## config.mk

```make
export PLATFORM = sky130hd
export DESIGN_NAME = fft_frame_sequencer
export DESIGN_NICKNAME = d
export VERILOG_FILES = /design/src/rtl/fft_frame_sequencer.sv
export SDC_FILE = /design/constraint.sdc
export NUM_CORES = 1
export LEC_CHECK = 0
export BUFFER_PORTS_ARGS = -buffer_cell sky130_fd_sc_hd__buf_4
export CAP_MARGIN = 20
export CORE_UTILIZATION = 48
export DETAILED_ROUTE_END_ITERATION = 6
export GPL_ROUTABILITY_DRIVEN = 0
export PLACE_DENSITY = 0.63
export REMOVE_ABC_BUFFERS = 1
export SLEW_MARGIN = 0
export SYNTH_ARGS = -nofsm -noshare
export SYNTH_HDL_FRONTEND = slang
export SYNTH_SLANG_ARGS = --single-unit
```

## constraint.sdc

```tcl
create_clock -name sys_clock -period 5.1 [get_ports sys_clock]
set_input_delay 0.51 -clock sys_clock [delete_from_list [all_inputs] [get_ports sys_clock]]
set_output_delay 0.51 -clock sys_clock [all_outputs]
set_load 0.005 [all_outputs]
```

## src/rtl/fft_frame_sequencer.sv

```systemverilog
// fft_frame_sequencer: buffers one accelerometer frame, streams it through an external FFT
// and reports the largest-magnitude bin of the resulting spectrum.
module fft_frame_sequencer #(
    parameter int FRAME_LEN      = 64,
    parameter int LOG2_LEN       = 6,
    parameter int SYNC_SKIP      = 0,
    parameter int TIMEOUT_FRAMES = 4,
    parameter bit SKIP_DC        = 1'b1
) (
    input  logic                sys_clock,
    input  logic                reset,
    input  logic                accel_osync,
    input  logic [7:0]          accel_data,
    output logic                fft_ce,
    output logic [15:0]         fft_sample,
    input  logic [21:0]         fft_result,
    input  logic                fft_sync,
    output logic                peak_valid,
    output logic [LOG2_LEN-1:0] peak_bin,
    output logic [11:0]         peak_mag,
    output logic                busy,
    output logic                overrun,
    output logic                timeout_err
);
    localparam int TO_LEN = TIMEOUT_FRAMES * FRAME_LEN;
    localparam int TW = $clog2(TO_LEN + 1);
    localparam int SW = $clog2(SYNC_SKIP + 2);
    localparam logic [LOG2_LEN-1:0] LAST = LOG2_LEN'(FRAME_LEN - 1);
    localparam logic [LOG2_LEN-1:0] LAST_BIN = LOG2_LEN'(FRAME_LEN / 2 - 1);
    localparam logic [TW-1:0] TO_LAST = TW'(TO_LEN - 1);
    localparam logic [SW-1:0] SKIP_N = SW'(SYNC_SKIP);

    typedef enum logic [2:0] {FILL, STREAM, FLUSH, PAD, REPORT} state_t;
    state_t r_state, w_state_n;

    logic [7:0]          r_buf [FRAME_LEN];
    logic [LOG2_LEN-1:0] r_wr_ptr, r_rd_ptr, r_ce_cnt, r_bin, r_best_bin;
    logic [TW-1:0]       r_flush_cnt;
    logic [SW-1:0]       r_sync_cnt;
    logic [11:0]         r_best_mag;
    logic                r_cap, r_to;
    logic                r_fft_ce, r_peak_valid, r_busy, r_overrun, r_timeout_err;
    logic [15:0]         r_fft_sample;
    logic [LOG2_LEN-1:0] r_peak_bin;
    logic [11:0]         r_peak_mag;

    logic                w_aligned, w_start, w_cap, w_hit, w_timeout, w_done;
    logic [LOG2_LEN-1:0] w_bin, w_rd_n, w_best_bin_n;
    logic [10:0]         w_re, w_im, w_re_abs, w_im_abs;
    logic [11:0]         w_mag, w_best_mag_n;

    // the current ce cycle completes a multiple of FRAME_LEN since reset
    assign w_aligned = r_ce_cnt == LAST;
    assign w_start = (r_state == FLUSH) && !r_cap && fft_sync && (r_sync_cnt == SKIP_N);
    assign w_cap = (r_state == FLUSH) && (r_cap || w_start);
    assign w_bin = r_cap ? r_bin : '0;
    assign w_re = fft_result[21:11];
    assign w_im = fft_result[10:0];
    // an 11-bit unsigned magnitude holds 1024, so abs(-1024) cannot overflow
    assign w_re_abs = w_re[10] ? 11'(-w_re) : w_re;
    assign w_im_abs = w_im[10] ? 11'(-w_im) : w_im;
    assign w_mag = {1'b0, w_re_abs} + {1'b0, w_im_abs};
    assign w_hit = w_cap && (w_bin != '0 || !SKIP_DC) && (w_mag > (w_start ? 12'd0 : r_best_mag));
    assign w_best_mag_n = w_hit ? w_mag : (w_start ? 12'd0 : r_best_mag);
    assign w_best_bin_n = w_hit ? w_bin : (w_start ? '0 : r_best_bin);
    assign w_timeout = (r_state == FLUSH) && !w_cap && (r_flush_cnt == TO_LAST);
    assign w_done = w_cap && (w_bin == LAST_BIN);
    assign w_rd_n = (r_state == STREAM) ? r_rd_ptr + 1'b1 : '0;

    always_comb begin
        w_state_n = r_state;
        case (r_state)
            FILL:    if (accel_osync && r_wr_ptr == LAST) w_state_n = STREAM;
            STREAM:  if (r_rd_ptr == LAST) w_state_n = FLUSH;
            FLUSH:   if (w_done || w_timeout) w_state_n = w_aligned ? (w_timeout ? FILL : REPORT) : PAD;
            PAD:     if (w_aligned) w_state_n = r_to ? FILL : REPORT;
            REPORT:  w_state_n = FILL;
            default: w_state_n = FILL;
        endcase
    end

    always_ff @(posedge sys_clock) begin
        if (reset) r_state <= FILL;
        else r_state <= w_state_n;
    end

    always_ff @(posedge sys_clock) begin
        if (!reset && r_state == FILL && accel_osync) r_buf[r_wr_ptr] <= accel_data;
    end

    // outputs are registered from next-state values so they line up with the state they describe
    always_ff @(posedge sys_clock) begin
        if (reset) begin
            r_wr_ptr      <= '0;
            r_rd_ptr      <= '0;
            r_ce_cnt      <= '0;
            r_bin         <= '0;
            r_best_bin    <= '0;
            r_best_mag    <= '0;
            r_flush_cnt   <= '0;
            r_sync_cnt    <= '0;
            r_cap         <= 1'b0;
            r_to          <= 1'b0;
            r_fft_ce      <= 1'b0;
            r_fft_sample  <= '0;
            r_peak_valid  <= 1'b0;
            r_peak_bin    <= '0;
            r_peak_mag    <= '0;
            r_busy        <= 1'b0;
            r_overrun     <= 1'b0;
            r_timeout_err <= 1'b0;
        end else begin
            r_wr_ptr      <= (r_state == FILL && accel_osync) ? r_wr_ptr + 1'b1 : r_wr_ptr;
            r_rd_ptr      <= w_rd_n;
            r_ce_cnt      <= r_fft_ce ? r_ce_cnt + 1'b1 : r_ce_cnt;
            r_bin         <= w_bin + 1'b1;
            r_best_bin    <= w_best_bin_n;
            r_best_mag    <= w_best_mag_n;
            r_flush_cnt   <= (r_state == FLUSH) ? r_flush_cnt + 1'b1 : '0;
            r_sync_cnt    <= (r_state != FLUSH) ? '0 :
                             (!r_cap && fft_sync && !w_start) ? r_sync_cnt + 1'b1 : r_sync_cnt;
            r_cap         <= w_cap && !w_done;
            r_to          <= (w_state_n == PAD) && (w_timeout || r_to);
            r_fft_ce      <= w_state_n inside {STREAM, FLUSH, PAD};
            r_fft_sample  <= (w_state_n == STREAM) ? {r_buf[w_rd_n], 8'd0} : '0;
            r_peak_valid  <= w_state_n == REPORT;
            r_peak_bin    <= (w_state_n == REPORT) ? w_best_bin_n : r_peak_bin;
            r_peak_mag    <= (w_state_n == REPORT) ? w_best_mag_n : r_peak_mag;
            r_busy        <= w_state_n != FILL;
            r_overrun     <= r_overrun || (accel_osync && r_state != FILL);
            r_timeout_err <= r_timeout_err || w_timeout;
        end
    end

    assign fft_ce      = r_fft_ce;
    assign fft_sample  = r_fft_sample;
    assign peak_valid  = r_peak_valid;
    assign peak_bin    = r_peak_bin;
    assign peak_mag    = r_peak_mag;
    assign busy        = r_busy;
    assign overrun     = r_overrun;
    assign timeout_err = r_timeout_err;
endmodule
```

==> flow_summary.yaml <==
timing:
  fin_crit_sh_pct: 84.3
  slew_headroom_pct: 28.2
  min_period_ns: 4.30
  tightest_slew_ns: 1.07
  slew_viol_final: 0
  setup_violations: 0
  finClkSkew_ns: 0.0292
  clock.fmax_ghz: 0.233
  hold_violations: 0
  rsz0062_at_grt: "no"
setup_path:
  cp_slowest_cell: "a311oi_1"
  worstPathArrival_ns: 4.83
  critical_path_required_ns: 5.63
  start_kind: "input port"
  crit_type: "input port to register"
  crit_path_frequent_cell: "ha_1"
  cpLargestDelayFamily: "compound AO/OA/AOI/OAI gates"
  cp_cell_sequence: "buf_4, inv_1, ha_1, nand2b_1, xnor2_1, ha_1, and3_1, a221o_1, o41a_1, a311oi_1, a21oi_1, ha_1, nand4_1, nor3_1, a211oi_1, o21ai_2, a31oi_4, buf_12, mux2_2, a211oi_1"
  critPathMaxStageDelay_ns: 0.41
  cp.buffers_inverters: 3
  end_kind: "register"
  crit_fanout: 13
synthesis:
  synthTopCellsByArea: "edfxtp_1 61%, dfxtp_1 7.0%, nand2_1 3.3%"
  ys_seq_area_share_pct: 68.3
  avgSynthCellArea_um2: 13.3
  synth_cells: 1880
  ys.flop_type: "edfxtp_1"
  yosysTopAreaCell: "edfxtp_1"
  syn-cell-area_um2: 25100
  synth_cell_types: 73
  synth_edf_count: 512
  ys_ff_latch: 600
  yosysWarnings: 0
  yosysTopAreaCellShare_pct: 61.3
  synthArstFlopShare_pct: 0
cts:
  cts_inserted_buffers: 61
  cts_hold_buf: 0
  cts.clk_slew.worst_paths_ns: 0.06
  tritoncts: "done"
  cts_max_level: 2
  insertion_delay_ns: 0.63
  cts_num_sinks: 600
  postCtsSetupBuffers: 0
  clk_path_buf_depth: 3
  post_cts_resized: 0
  cts-root-buf: "clkbuf_16"
die:
  rows: 83
  die_h_um: 231
  die_area_um2: 53200
  core_area_um2: 51500
  die_w_um: 231
  start_util_pct: 48.7
  io_pins: 73
placement:
  place_inst: 2526
  dp_hpwl_um: 36900
  place_area_um2: 26200
  place.port_buffers: 64
finish:
  nFillCells: 4204
  mostFrequentLayoutCells: "512 x edfxtp_1, 222 x nand2_1, 151 x nor2_1"
  mostFrequentLayoutCell: "edfxtp_1"
  nNetsFinal: 1977
  stdcell_count: 2642
  syn2layout_area_growth_pct: 12.1
  utilization_pct: 54.6
  num_antenna_cells: 0
  drive_gt1_share_pct: 12.4
  fin_area_um2: 28100
drt:
  drt-pass1-iter-count: 5
  first_iter_violations: 1541
  via_count: 15600
  route.detailed.drc: 0
  finalWirelength_um: 61000
  antenna_left: 0
  wl_per_cell_um: 23.1
  vias_per_cell: 5.90
power_and_ir_drop:
  ir_drop_uv: 347
  p_clk_share_pct: 42.7
  pwr-share-comb_pct: 4.0
  power_frac_seq_pct: 53.3
  power_density_nw_per_um2: 356
  p_sw_share_pct: 21.0
  total_power_w: 0.0100
  power_switching_w: 0.00210
  intPower_w: 0.00790
  leakage_nw: 9.07
worst_hold_path:
  hp-class: "input port to register"
global_route:
  grt_max_degree: 73
  grt_pass1_wl_um: 93400
  grt_util_all_layers_pct: 23.1
  antenna_found_initial: 0
  grt_pass1_vias: 15100
  grt_remaining_overflow: 0
run_status:
  status: "complete, no violations"
flow_run:
  cap_violations: 0
## worst min-delay path, stage by stage
cell and delay (ns):
buf_4 0.12, a21oi_1 0.06, nor2_1 0.08
## final cells by class
cell class | instances | area [um^2] | area share [%]
Sequential cell | 600 | 17100 | 60.9
Multi-Input combinational cell | 1124 | 7340 | 26.1
Clock buffer | 83 | 1660 | 5.90
Tap cell | 680 | 851 | 3.03
Timing Repair Buffer | 94 | 763 | 2.71
Clock inverter | 32 | 256 | 0.912
Inverter | 29 | 109 | 0.387
## final timing paths
kind	from	to	slack, ns	depth (start not counted)
max	fft_result[11]	peak_bin[5]	0.80	20
min	accel_osync	overrun	0.19	3
max reg2reg	r_state[1]	peak_bin[5]	1.11	13
min reg2reg	r_flush_cnt[0]	r_flush_cnt[0]	0.45	1
## metal layers
layer	vias up	global-route usage [%]	wire (um)
met2	560	36.0	28500
met1	7786	33.4	26900
li1	7163	-	-
met3	90	3.96	4230
met4	0	6.37	1400
met5	-	0	0
## Yosys cell counts, types with 7 or more instances
| library cell | count |
|---|---|
| nand4_1 | 14 |
| a211oi_2 | 9 |
| nand2b_1 | 11 |
| buf_2 | 27 |
| nor3_1 | 12 |
| nor2_1 | 151 |
| a21oi_1 | 49 |
| a31oi_1 | 31 |
| and3_1 | 16 |
| xor2_1 | 15 |
| nand3_1 | 41 |
| a311oi_1 | 17 |
| dfxtp_1 | 88 |
| buf_1 | 12 |
| o221a_2 | 13 |
| o221ai_1 | 21 |
| o22ai_1 | 30 |
| xnor2_1 | 31 |
| edfxtp_1 | 512 |
| mux2_2 | 9 |
| mux2i_1 | 77 |
| nand2_1 | 222 |
| a211oi_1 | 77 |
| ha_1 | 32 |
| o21ai_0 | 53 |
| or3_1 | 14 |
| a211o_1 | 8 |
| mux4_2 | 10 |
| clkbuf_1 | 84 |
| nor2b_1 | 27 |
| a22oi_1 | 8 |
| buf_4 | 9 |
| or2_2 | 7 |
| and2_1 | 23 |
| inv_1 | 29 |
## flip-flops by register name, summed over array words and instances (netlist names), 3 cells and up
signal / count
r_state: 3
fft_sample: 8
r_flush_cnt: 9
peak_mag: 12
r_rd_ptr: 6
r_ce_cnt: 6
r_best_bin: 6
peak_bin: 6
r_bin: 6
r_wr_ptr: 6
r_buf: 512
r_best_mag: 12
## power by group through the flow
stage / registers [W] / logic (W) / clock network [W]
3_5_place_dp: 0.00544 / 0.000399 / 0
5_1_grt: 0.00533 / 0.000439 / 0.00450
6_report: 0.00533 / 0.000397 / 0.00427
2_1_floorplan: 0.00544 / 0.000217 / 0
3_3_place_gp: 0.00544 / 0.000386 / 0
4_1_cts: 0.00533 / 0.000400 / 0.00434
## cells by family after synthesis
group                    after synthesis  share of synthesized area, %
adder cells (fa/ha/maj)               33                          1.68
AO/OA/AOI/OAI                        374                          10.8
buffers and inverters                163                          2.78
XOR/XNOR                              46                          1.61
other                                  1                        0.0150
flip-flops                           600                          68.3
multiplexers                          96                          4.38
AND/OR/NAND/NOR                      567                          10.4
## per-stage QoR
step / setup slack [ns] / hold slack [ns] / TNS [ns]
global placement: 0.253 / 0.424 / 0
finish: 0.803 / 0.189 / 0
floorplan: -8.74 / 0.413 / -67.77
detailed placement: 0.177 / 0.431 / 0
global route: 0.536 / 0.165 / 0
CTS: 0.817 / 0.154 / 0
No activity file was read; power rests on OpenSTA's default activity.
